--- config.mk ---
export PLATFORM = sky130hd
export DESIGN_NAME = doc_stereo_mixer
export DESIGN_NICKNAME = d
export VERILOG_FILES = /design/src/rtl/doc_mix_pkg.sv /design/src/rtl/doc_mix_chan.sv /design/src/rtl/doc_stereo_mixer.sv
export SDC_FILE = /design/constraint.sdc
export NUM_CORES = 1
export LEC_CHECK = 0
export ABC_AREA = 1
export CELL_PAD_IN_SITES_DETAIL_PLACEMENT = 1
export CELL_PAD_IN_SITES_GLOBAL_PLACEMENT = 1
export CORE_ASPECT_RATIO = 0.8
export CORE_UTILIZATION = 45
export CTS_BUF_LIST = sky130_fd_sc_hd__clkbuf_2
export CTS_CLUSTER_DIAMETER = 150
export DETAILED_ROUTE_END_ITERATION = 8
export HOLD_SLACK_MARGIN = 0.1
export PLACE_DENSITY_LB_ADDON = 0.1
export SETUP_SLACK_MARGIN = 0.15
export SYNTH_ARGS = -nofsm -noshare
export SYNTH_HDL_FRONTEND = slang
export SYNTH_HIERARCHICAL = 1
export SYNTH_SLANG_ARGS = --single-unit
--- constraint.sdc ---
create_clock -name clk -period 5.5 [get_ports clk]
set_input_delay 1.1 -clock clk [delete_from_list [all_inputs] [get_ports clk]]
set_output_delay 1.1 -clock clk [all_outputs]
set_load 0.01 [all_outputs]
--- src/rtl/doc_mix_pkg.sv ---
// doc_mix_pkg: shared constants and helpers for the DOC stereo mixer.
//   SAMPLE_W  - oscillator / output sample width
//   ACC_W_DEF - default signed accumulator width
//   VOL_W_DEF - default master-volume width
//   sat_s()   - clamp a wide signed value into a w-bit signed range
package doc_mix_pkg;
  localparam int SAMPLE_W  = 16;
  localparam int ACC_W_DEF = 21;
  localparam int VOL_W_DEF = 4;
  localparam int NUM_CH    = 2;
  localparam int WIDE_W    = 64;

  // Result stays WIDE_W bits so callers can compare it against the input
  // to detect that clamping happened.
  function automatic logic signed [WIDE_W-1:0] sat_s(input logic signed [WIDE_W-1:0] v,
                                                     input int w);
    logic signed [WIDE_W-1:0] hi;
    logic signed [WIDE_W-1:0] lo;
    hi = (64'sd1 <<< (w - 1)) - 64'sd1;
    lo = -hi - 64'sd1;
    if (v > hi)      return hi;
    else if (v < lo) return lo;
    else             return v;
  endfunction
endpackage

--- src/rtl/doc_mix_chan.sv ---
// doc_mix_chan: one mixer channel.
//   Accumulates accepted samples (saturating at ACC_W), snapshots the sum
//   into a hold register on sync, scales hold by (master_vol+1)>>VOL_W in
//   the following cycle, and registers the 16-bit result.
// Ports:
//   clk, reset_n      - clock, async active-low reset
//   add_en, sample    - add sample to this channel's accumulator
//   sync              - end of scan: hold <= acc(+sample), acc <= 0
//   stg2_vld          - scale stage active; register result to out
//   master_vol        - volume, sampled during the scale stage
//   out               - registered channel output
//   acc_sat, out_sat  - saturation events this cycle (feed sticky clip)
// Config macro: DOC_MIXER_SAT_EN - saturate scaled output instead of wrap.
module doc_mix_chan
  import doc_mix_pkg::*;
#(
  parameter int ACC_W = ACC_W_DEF,
  parameter int VOL_W = VOL_W_DEF
) (
  input  logic                       clk,
  input  logic                       reset_n,
  input  logic                       add_en,
  input  logic signed [SAMPLE_W-1:0] sample,
  input  logic                       sync,
  input  logic                       stg2_vld,
  input  logic [VOL_W-1:0]           master_vol,
  output logic signed [SAMPLE_W-1:0] out,
  output logic                       acc_sat,
  output logic                       out_sat
);
  logic signed [ACC_W-1:0]    acc, hold, acc_next;
  logic signed [WIDE_W-1:0]   sum_w, sum_s, prod;
  logic signed [SAMPLE_W-1:0] res;
`ifdef DOC_MIXER_SAT_EN
  logic signed [WIDE_W-1:0]   scaled, scaled_s;
`endif

  always_comb begin
    sum_w    = WIDE_W'(acc) + (add_en ? WIDE_W'(sample) : '0);
    sum_s    = sat_s(sum_w, ACC_W);
    acc_sat  = (sum_s != sum_w);
    acc_next = sum_s[ACC_W-1:0];
    // Low 64 bits of the product are sign-correct regardless of operand signedness.
    prod     = WIDE_W'(hold) * (WIDE_W'(master_vol) + 64'sd1);
`ifdef DOC_MIXER_SAT_EN
    scaled   = prod >>> VOL_W;
    scaled_s = sat_s(scaled, SAMPLE_W);
    res      = scaled_s[SAMPLE_W-1:0];
    out_sat  = stg2_vld && (scaled_s != scaled);
`else
    res      = SAMPLE_W'(prod >>> VOL_W);
    out_sat  = 1'b0;
`endif
  end

  always_ff @(posedge clk or negedge reset_n) begin
    if (!reset_n) begin
      acc  <= '0;
      hold <= '0;
      out  <= '0;
    end else begin
      // A sample arriving with sync belongs to the closing frame.
      if (sync) begin
        hold <= acc_next;
        acc  <= '0;
      end else begin
        acc  <= acc_next;
      end
      if (stg2_vld) out <= res;
    end
  end
endmodule

--- src/rtl/doc_stereo_mixer.sv ---
// doc_stereo_mixer: mixes DOC oscillator samples into a left/right frame.
// Ports:
//   clk, reset_n          - clock, async active-low reset
//   osc_en, osc_active    - sample accepted only when both are 1
//   sample_in, ca         - signed sample; ca[0] selects left(0)/right(1)
//   frame_sync            - end of scan; output appears 2 cycles later
//   master_vol            - global volume, sampled the cycle after frame_sync
//   left_out, right_out   - mixed frame samples, held between out_valid
//   out_valid             - one-cycle pulse on output update
//   clip, clip_clr        - sticky saturation flag and its clear (set wins)
// Config macro: DOC_MIXER_SAT_EN - saturate output to 16 bits and flag clip.
module doc_stereo_mixer
  import doc_mix_pkg::*;
#(
  parameter int ACC_W = ACC_W_DEF,
  parameter int VOL_W = VOL_W_DEF
) (
  input  logic                       clk,
  input  logic                       reset_n,
  input  logic                       osc_en,
  input  logic                       osc_active,
  input  logic signed [SAMPLE_W-1:0] sample_in,
  input  logic [3:0]                 ca,
  input  logic                       frame_sync,
  input  logic [VOL_W-1:0]           master_vol,
  output logic signed [SAMPLE_W-1:0] left_out,
  output logic signed [SAMPLE_W-1:0] right_out,
  output logic                       out_valid,
  output logic                       clip,
  input  logic                       clip_clr
);
  // vld_pipe[0]: scale stage active, vld_pipe[STAGES]: output registered.
  localparam int STAGES = 1;

  logic [STAGES:0]                   vld_pipe;
  logic                              accept;
  logic [NUM_CH-1:0][SAMPLE_W-1:0]   mix_out;
  logic [NUM_CH-1:0]                 acc_sat, out_sat;

  assign accept = osc_en & osc_active;

  for (genvar ch = 0; ch < NUM_CH; ch++) begin : g_ch
    doc_mix_chan #(.ACC_W(ACC_W), .VOL_W(VOL_W)) u_chan (
      .clk        (clk),
      .reset_n    (reset_n),
      .add_en     (accept && (ca[0] == 1'(ch))),
      .sample     (sample_in),
      .sync       (frame_sync),
      .stg2_vld   (vld_pipe[0]),
      .master_vol (master_vol),
      .out        (mix_out[ch]),
      .acc_sat    (acc_sat[ch]),
      .out_sat    (out_sat[ch])
    );
  end

  assign left_out  = mix_out[0];
  assign right_out = mix_out[1];
  assign out_valid = vld_pipe[STAGES];

  always_ff @(posedge clk or negedge reset_n) begin
    if (!reset_n) begin
      vld_pipe <= '0;
      clip     <= 1'b0;
    end else begin
      vld_pipe <= {vld_pipe[STAGES-1:0], frame_sync};
      if ((|acc_sat) || (|out_sat)) clip <= 1'b1;
      else if (clip_clr)            clip <= 1'b0;
    end
  end
endmodule

==> flow_metrics.tcl, run 1 <==
set metrics [dict create \
    synth_most_common_cell "nand2_1" \
    cp_slowest_cell "clkdlybuf4s50_1" \
    cts_tree "yes" \
    rows 58 \
    cts_buffers 17 \
    syn_inst 2208 \
    synth_nets 2458 \
    startpoint_type "input pin" \
    synth_async_sr_flop_share 1.000 \
    synth_area_per_cell_um2 6.615 \
    max-slew-margin-rel 0.5266 \
    arrival_ns 6.03 \
    power.switching_mw 3.008 \
    synthesis.area_um2 14610 \
    layout.nets 2796 \
    r2r-start "g_ch[0].u_chan/acc[0]$_DFF_PN0_" \
    grt_antenna_before_repair 1 \
    power.clock.fraction 0.107 \
    cellPowerDensity_nw_per_um2 352.6 \
    netSwitchingFraction 0.4607 \
    hold_viol 0 \
    drt-total-wl_um 51460 \
    critPathMaxFanout 6 \
    finalCritPeriodShare 0.9644 \
    worst_pin_slew_ns 0.7094 \
    fillers 4287 \
    yosysTopAreaCellShare 0.2005 \
    finalSetupViolations 0 \
    max_freq_ghz 0.1885 \
    total_power_mw 6.529 \
    track_usage 0.3114 \
    synthTopCellsByArea "dfrtp_1 (20%), nand2_1 (17%), fa_1 (13%)" \
    first_pass_iters 5 \
    cts.sinks 117 \
    grt-ovfl-total 0 \
    ios 64 \
    ys_seq_area_frac 0.2005 \
    drive_above_1_share 0.1802 \
    rsz0062_at_grt "true" \
    preCtsSetupSlack_ns -0.8516 \
    path_clk_slew_ns 0.25 \
    finClkSkew_ns 0.04951 \
    drc_errors 0 \
    slew_violations 0 \
    synth_edf_count 0 \
    synth_common_cells "nand2_1 (667), inv_1 (426), nor2_1 (243), ha_1 (124), dfrtp_1 (117)" \
    crit_type "input pin to flip-flop" \
    die_area_um2 33180 \
    root_buffer "clkbuf_2" \
    htreeDepth 4 \
    grt_pass1_vias 16714 \
    worst_slack_ns 0.1958 \
    grt_pass1_wl_um 82050 \
    p_int_mw 3.521 \
    synth-main-ff-cell "dfrtp_1" \
    clk_latency_ns 0.80 \
    r2r_setup_slack_ns 0.92 \
    holdCritPathClass "input pin to async pin" \
    vias 15599 \
    pwr-share-comb 0.708 \
    die_x_um 203.4 \
    drtIter0Drc 799 \
    min_period_ns 5.304 \
    coreArea_um2 31710 \
    crit_required_ns 6.23 \
    synth_warnings 6 \
    ff2ff_path_depth 24 \
    areaGrowthSynthToFinish_pct 26.77 \
    status "finished clean" \
    fp.dieH_um 163.1 \
    cts_max_path_buffers 2 \
    ys_types 54 \
    p_leak_nw 10.77 \
    grt_max_degree 51 \
    critPathMaxStageDelay_ns 0.47 \
    seqPwrFrac 0.185 \
    ys_seq_elements 117 \
    dp_hpwl_um 41390 \
    cp-end-kind "flip-flop" \
    post_drt_wl_per_cell_um 17.27 \
    ant_nets 0 \
    yosys.area.top_type "dfrtp_1" \
    r2r_end "clip$_DFFE_PN0P_" \
    start_util 0.4605 \
    io_buffers 60 \
    via_per_inst 5.236 \
    gp_congestion 0.9144 \
    peakVddDrop_uv 272.4 \
    drv_cap 0 \
]
what timing repair did:
action                     4_1_cts  5_1_grt
buffers inserted                 0        5
setup endpoints to repair       12       50
hold endpoints to repair         0        0
cloned                           0        1
pin swaps                        0       26
resized for setup                3       76
hold buffers                     0        0
worst max-delay path by stage:
stage	startpoint	end	slack [ns]	cells after the start
4_1_cts	osc_en	clip$_DFFE_PN0P_	0.18	29
3_3_place_gp	osc_en	clip$_DFFE_PN0P_	-0.56	29
5_1_grt	osc_en	clip$_DFFE_PN0P_	-0.02	29
3_5_place_dp	osc_en	clip$_DFFE_PN0P_	-0.85	29
2_1_floorplan	osc_en	clip$_DFFE_PN0P_	0.16	31
6_report	osc_en	clip$_DFFE_PN0P_	0.20	29
layout make-up:
type / instances / area (um2) / share of cell area
tap: 420 / 525.5 / 0.02838
multi-input combinational: 1604 / 10150 / 0.5483
clock buffer: 20 / 100.1 / 0.005406
clock inverter: 11 / 158.9 / 0.008582
timing repair buffer: 370 / 3008 / 0.1625
antenna: 1 / 2.502 / 0.0001352
sequential: 117 / 2928 / 0.1581
inverter: 436 / 1640 / 0.08859
critical path, delay by kind of cell:
family / cells / cell delay (ns)
fa+ha+maj: 4 / 0.92
simple gates: 19 / 2.88
buf+inv: 4 / 0.70
compound gates: 2 / 0.42
sequential cells by signal, indices dropped and copies added (netlist names):
| register | flops |
|---|---|
| g_ch.u_chan/hold | 40 |
| clip | 1 |
| g_ch.u_chan/out | 32 |
| g_ch.u_chan/acc | 42 |
| vld_pipe | 2 |
logic make-up (layout without fill, tap and decap cells):
kind of cell             Yosys count  count (layout)  share of synthesized area
buffers and inverters            487             837                     0.1309
AND/OR/NAND/NOR                 1124            1124                     0.3203
other                              2               3                  0.0005142
adder cells (fa/ha/maj)          220             220                     0.2378
flip-flops                       117             117                     0.2005
AO/OA/AOI/OAI                    214             214                    0.08361
XOR/XNOR                          44              44                    0.02639
cell usage in the layout, fill, tap and decap left out, types with 4 or more instances in the layout:
| cell | Yosys | routed |
|---|---|---|
| ha_4 | 0 | 16 |
| or2_2 | 15 | 15 |
| a31oi_1 | 11 | 11 |
| nand3b_1 | 7 | 7 |
| clkbuf_2 | 0 | 20 |
| nand2_1 | 667 | 654 |
| nand2_4 | 5 | 5 |
| nor2_2 | 2 | 7 |
| a21oi_2 | 1 | 5 |
| nand3_2 | 3 | 9 |
| o21ai_1 | 4 | 8 |
| clkdlybuf4s50_1 | 0 | 57 |
| nor2_1 | 243 | 236 |
| fa_1 | 96 | 95 |
| inv_2 | 7 | 15 |
| xnor2_1 | 25 | 25 |
| o31ai_1 | 5 | 5 |
| nand4_1 | 30 | 30 |
| inv_1 | 426 | 417 |
| o311ai_2 | 0 | 4 |
| nor3_1 | 10 | 10 |
| xor2_1 | 19 | 19 |
| ha_1 | 124 | 107 |
| a21oi_1 | 82 | 77 |
| nand2_2 | 11 | 24 |
| buf_12 | 0 | 5 |
| buf_6 | 7 | 4 |
| o21ai_0 | 76 | 72 |
| nor4_1 | 7 | 5 |
| dfrtp_1 | 117 | 117 |
| bufinv_16 | 0 | 4 |
| buf_4 | 4 | 301 |
| o21bai_1 | 8 | 8 |
| clkinv_1 | 3 | 5 |
| and2_1 | 5 | 5 |
| a21boi_1 | 6 | 7 |
| nand3_1 | 110 | 103 |
metrics by stage:
step | cells | utilization | setup TNS, ns | hold WS (ns) | area (um2)
floorplan | 2208 | - | 0 | 0.4492 | 14680
global placement | 2941 | 0.5626 | -20.84 | 0.4537 | 17840
detailed placement | 2941 | 0.5626 | -40.06 | 0.4626 | 17840
CTS | 2972 | 0.5712 | 0 | 0.1550 | 18110
global route | 2979 | 0.5838 | -0.01732 | 0.1806 | 18520
finish | 2979 | 0.5838 | 0 | 0.1907 | 18520
power by group through the flow:
stage               logic (mW)  clock network (mW)  registers (mW)
floorplan                 2.48                   0            1.24
global placement          4.23                   0            1.21
detailed placement        4.52                   0            1.22
CTS                       4.58               0.708            1.20
global route              5.14               0.736            1.23
finish                    4.62               0.698            1.21
routing by layer:
metal  share of wire  GRT usage  vias to the layer above
li1                -          -                     7447
met1            0.43     0.3831                     7773
met2            0.51     0.5676                      288
met3           0.029    0.03132                       91
met4           0.026     0.1029                        0
met5               0          0                        -
Note: power is estimated with default switching activity, not from simulation.
==> run 2, diff against run 1 <==
--- a/config.mk
+++ b/config.mk
@@ -15,7 +15,6 @@
 export DETAILED_ROUTE_END_ITERATION = 8
 export HOLD_SLACK_MARGIN = 0.1
 export PLACE_DENSITY_LB_ADDON = 0.1
-export SETUP_SLACK_MARGIN = 0.15
 export SYNTH_ARGS = -nofsm -noshare
 export SYNTH_HDL_FRONTEND = slang
 export SYNTH_HIERARCHICAL = 1
==> constraint.sdc (replaced) <==
create_clock -name clk -period 5.5 [get_ports clk]
set_input_delay 0.55 -clock clk [delete_from_list [all_inputs] [get_ports clk]]
set_output_delay 0.55 -clock clk [all_outputs]
set_load 0.01 [all_outputs]
==> flow_metrics.tcl, run 2 (synthesis results as in run 1) <==
set metrics [dict create \
    critPathMaxStageDelay_ns 0.47 \
    cts_max_path_buffers 2 \
    root_buffer "clkbuf_2" \
    postCtsSetupBuffers 0 \
    drv_cap 0 \
    ff2ff_path_depth 25 \
    worst_pin_slew_ns 1.089 \
    rows 58 \
    drc_errors 0 \
    largest_reg_flops 42 \
    holdPathStages 4 \
    final_cell_mix "nand2_1 (667), inv_1 (426), nor2_1 (242)" \
    grt_max_degree 72 \
    gp_congestion 0.9399 \
    p_leak_nw 9.829 \
    start_util 0.4605 \
    cts_hold_buf 2 \
    min_period_ns 5.084 \
    finalSetupViolations 0 \
    postLayoutCoreUtil 0.5284 \
    fp.dieH_um 163.1 \
    arrival_ns 5.75 \
    worst_slack_ns 0.4159 \
    final_common_cell "nand2_1" \
    die_area_um2 33180 \
    finalCritPeriodShare 0.9244 \
    layout.nets 2619 \
    via_per_inst 5.146 \
    vias 14419 \
    hold_start "clip_clr" \
    crit_top_cell "nand2_1" \
    max-slew-margin-rel 0.2741 \
    cp_slowest_cell "or3b_2" \
    hold_viol 0 \
    post_drt_wl_per_cell_um 15.93 \
    finClkSkew_ns 0.04436 \
    dp_hpwl_um 36630 \
    top_regs "g_ch.u_chan/acc (42), g_ch.u_chan/hold (40), g_ch.u_chan/out (32)" \
    startpoint_type "input pin" \
    regMostFlops "g_ch.u_chan/acc" \
    preCtsSetupSlack_ns -0.2972 \
    clk_latency_ns 0.75 \
    post_cts_resized 0 \
    grt_pass1_vias 15139 \
    grt-ovfl-total 0 \
    drtIter0Drc 622 \
    whs_ns 0.3854 \
    drt-total-wl_um 44640 \
    grt_pass1_wl_um 74710 \
    path_clk_slew_ns 0.23 \
    peakVddDrop_uv 237.3 \
    cp-end-kind "flip-flop" \
    total_power_mw 5.533 \
    critPathMaxFanout 8 \
    first_pass_iters 4 \
    ant_nets 0 \
    instances_no_fill 2802 \
    track_usage 0.2810 \
    grt_antenna_before_repair 2 \
    fillers 4299 \
    ios 64 \
    r2r-start "g_ch[0].u_chan/acc[3]$_DFF_PN0_" \
    rsz0062_at_grt "false" \
    die_x_um 203.4 \
    tns_ns 0 \
    multi_input_area_um2 9768 \
    status "finished clean" \
    placed_cell_area_um2 16480 \
    max_freq_ghz 0.1967 \
    holdCritPathClass "input pin to flip-flop" \
    r2r_setup_slack_ns 0.71 \
    crit_type "input pin to flip-flop" \
    cellPowerDensity_nw_per_um2 330.2 \
    holdPathEnd "clip$_DFFE_PN0P_" \
    coreArea_um2 31710 \
    drive_above_1_share 0.09240 \
    regArea_um2 2928 \
    crit_required_ns 6.17 \
    slew_violations 0 \
    final_cell_area_um2 16760 \
    r2r_end "clip$_DFFE_PN0P_" \
    cts_buffers 17 \
    cts_tree "yes" \
    cts.sinks 117 \
    htreeDepth 4 \
    dp_cells 2768 \
    areaGrowthSynthToFinish_pct 14.73 \
    io_buffers 60 \
]
==> run 2: cell count changes in the layout (fill, tap and decap cells not counted), moves of 6 or more <==
cell	change
inv_1	+9
nand3_1	+7
ha_1	+17
nor2_1	+6
nand3_2	-6
nand2_2	-13
ha_4	-16
nand2_1	+13
buf_4	-173
inv_2	-8
==> run 2: worst max path at each step <==
stage,start,to,slack (ns),depth (start not counted)
after global routing,osc_active,clip$_DFFE_PN0P_,0.11,32
after CTS,osc_en,clip$_DFFE_PN0P_,0.55,32
after detailed placement,osc_en,clip$_DFFE_PN0P_,-0.30,32
after global placement,osc_en,clip$_DFFE_PN0P_,-0.13,32
final,osc_active,clip$_DFFE_PN0P_,0.42,32
after floorplan,osc_en,clip$_DFFE_PN0P_,0.16,31
==> run 2: layer usage <==
metal / up-vias / global-route usage / part of all wire
met5: - / 0 / 0.00020
met4: 2 / 0.06049 / 0.017
met3: 45 / 0.03851 / 0.028
met2: 204 / 0.4913 / 0.48
met1: 7073 / 0.3681 / 0.47
li1: 7095 / - / -
==> run 2: critical path: cells and delay by family <==
kind	cells	cell delay, ns
and+or+nand+nor	18	2.37
adders and majority gates	3	0.99
buffers and inverters	8	1.21
AOI/OAI and AO/OA	3	0.60
==> run 2: cell type report <==
cell class / count / share of cell area
well taps: 420 / 0.03136
diodes: 1 / 0.0001493
repair buffers: 193 / 0.09826
flip-flops and latches: 117 / 0.1747
clock buffers: 18 / 0.005376
multi-input cells: 1604 / 0.5829
inverters: 436 / 0.09766
clock inverters: 13 / 0.009557
==> run 2: where the power goes <==
group	switching [mW]	internal, mW
combinational	2.16	1.53
sequential	0.135	1.06
clock	0.396	0.250
total	2.69	2.84
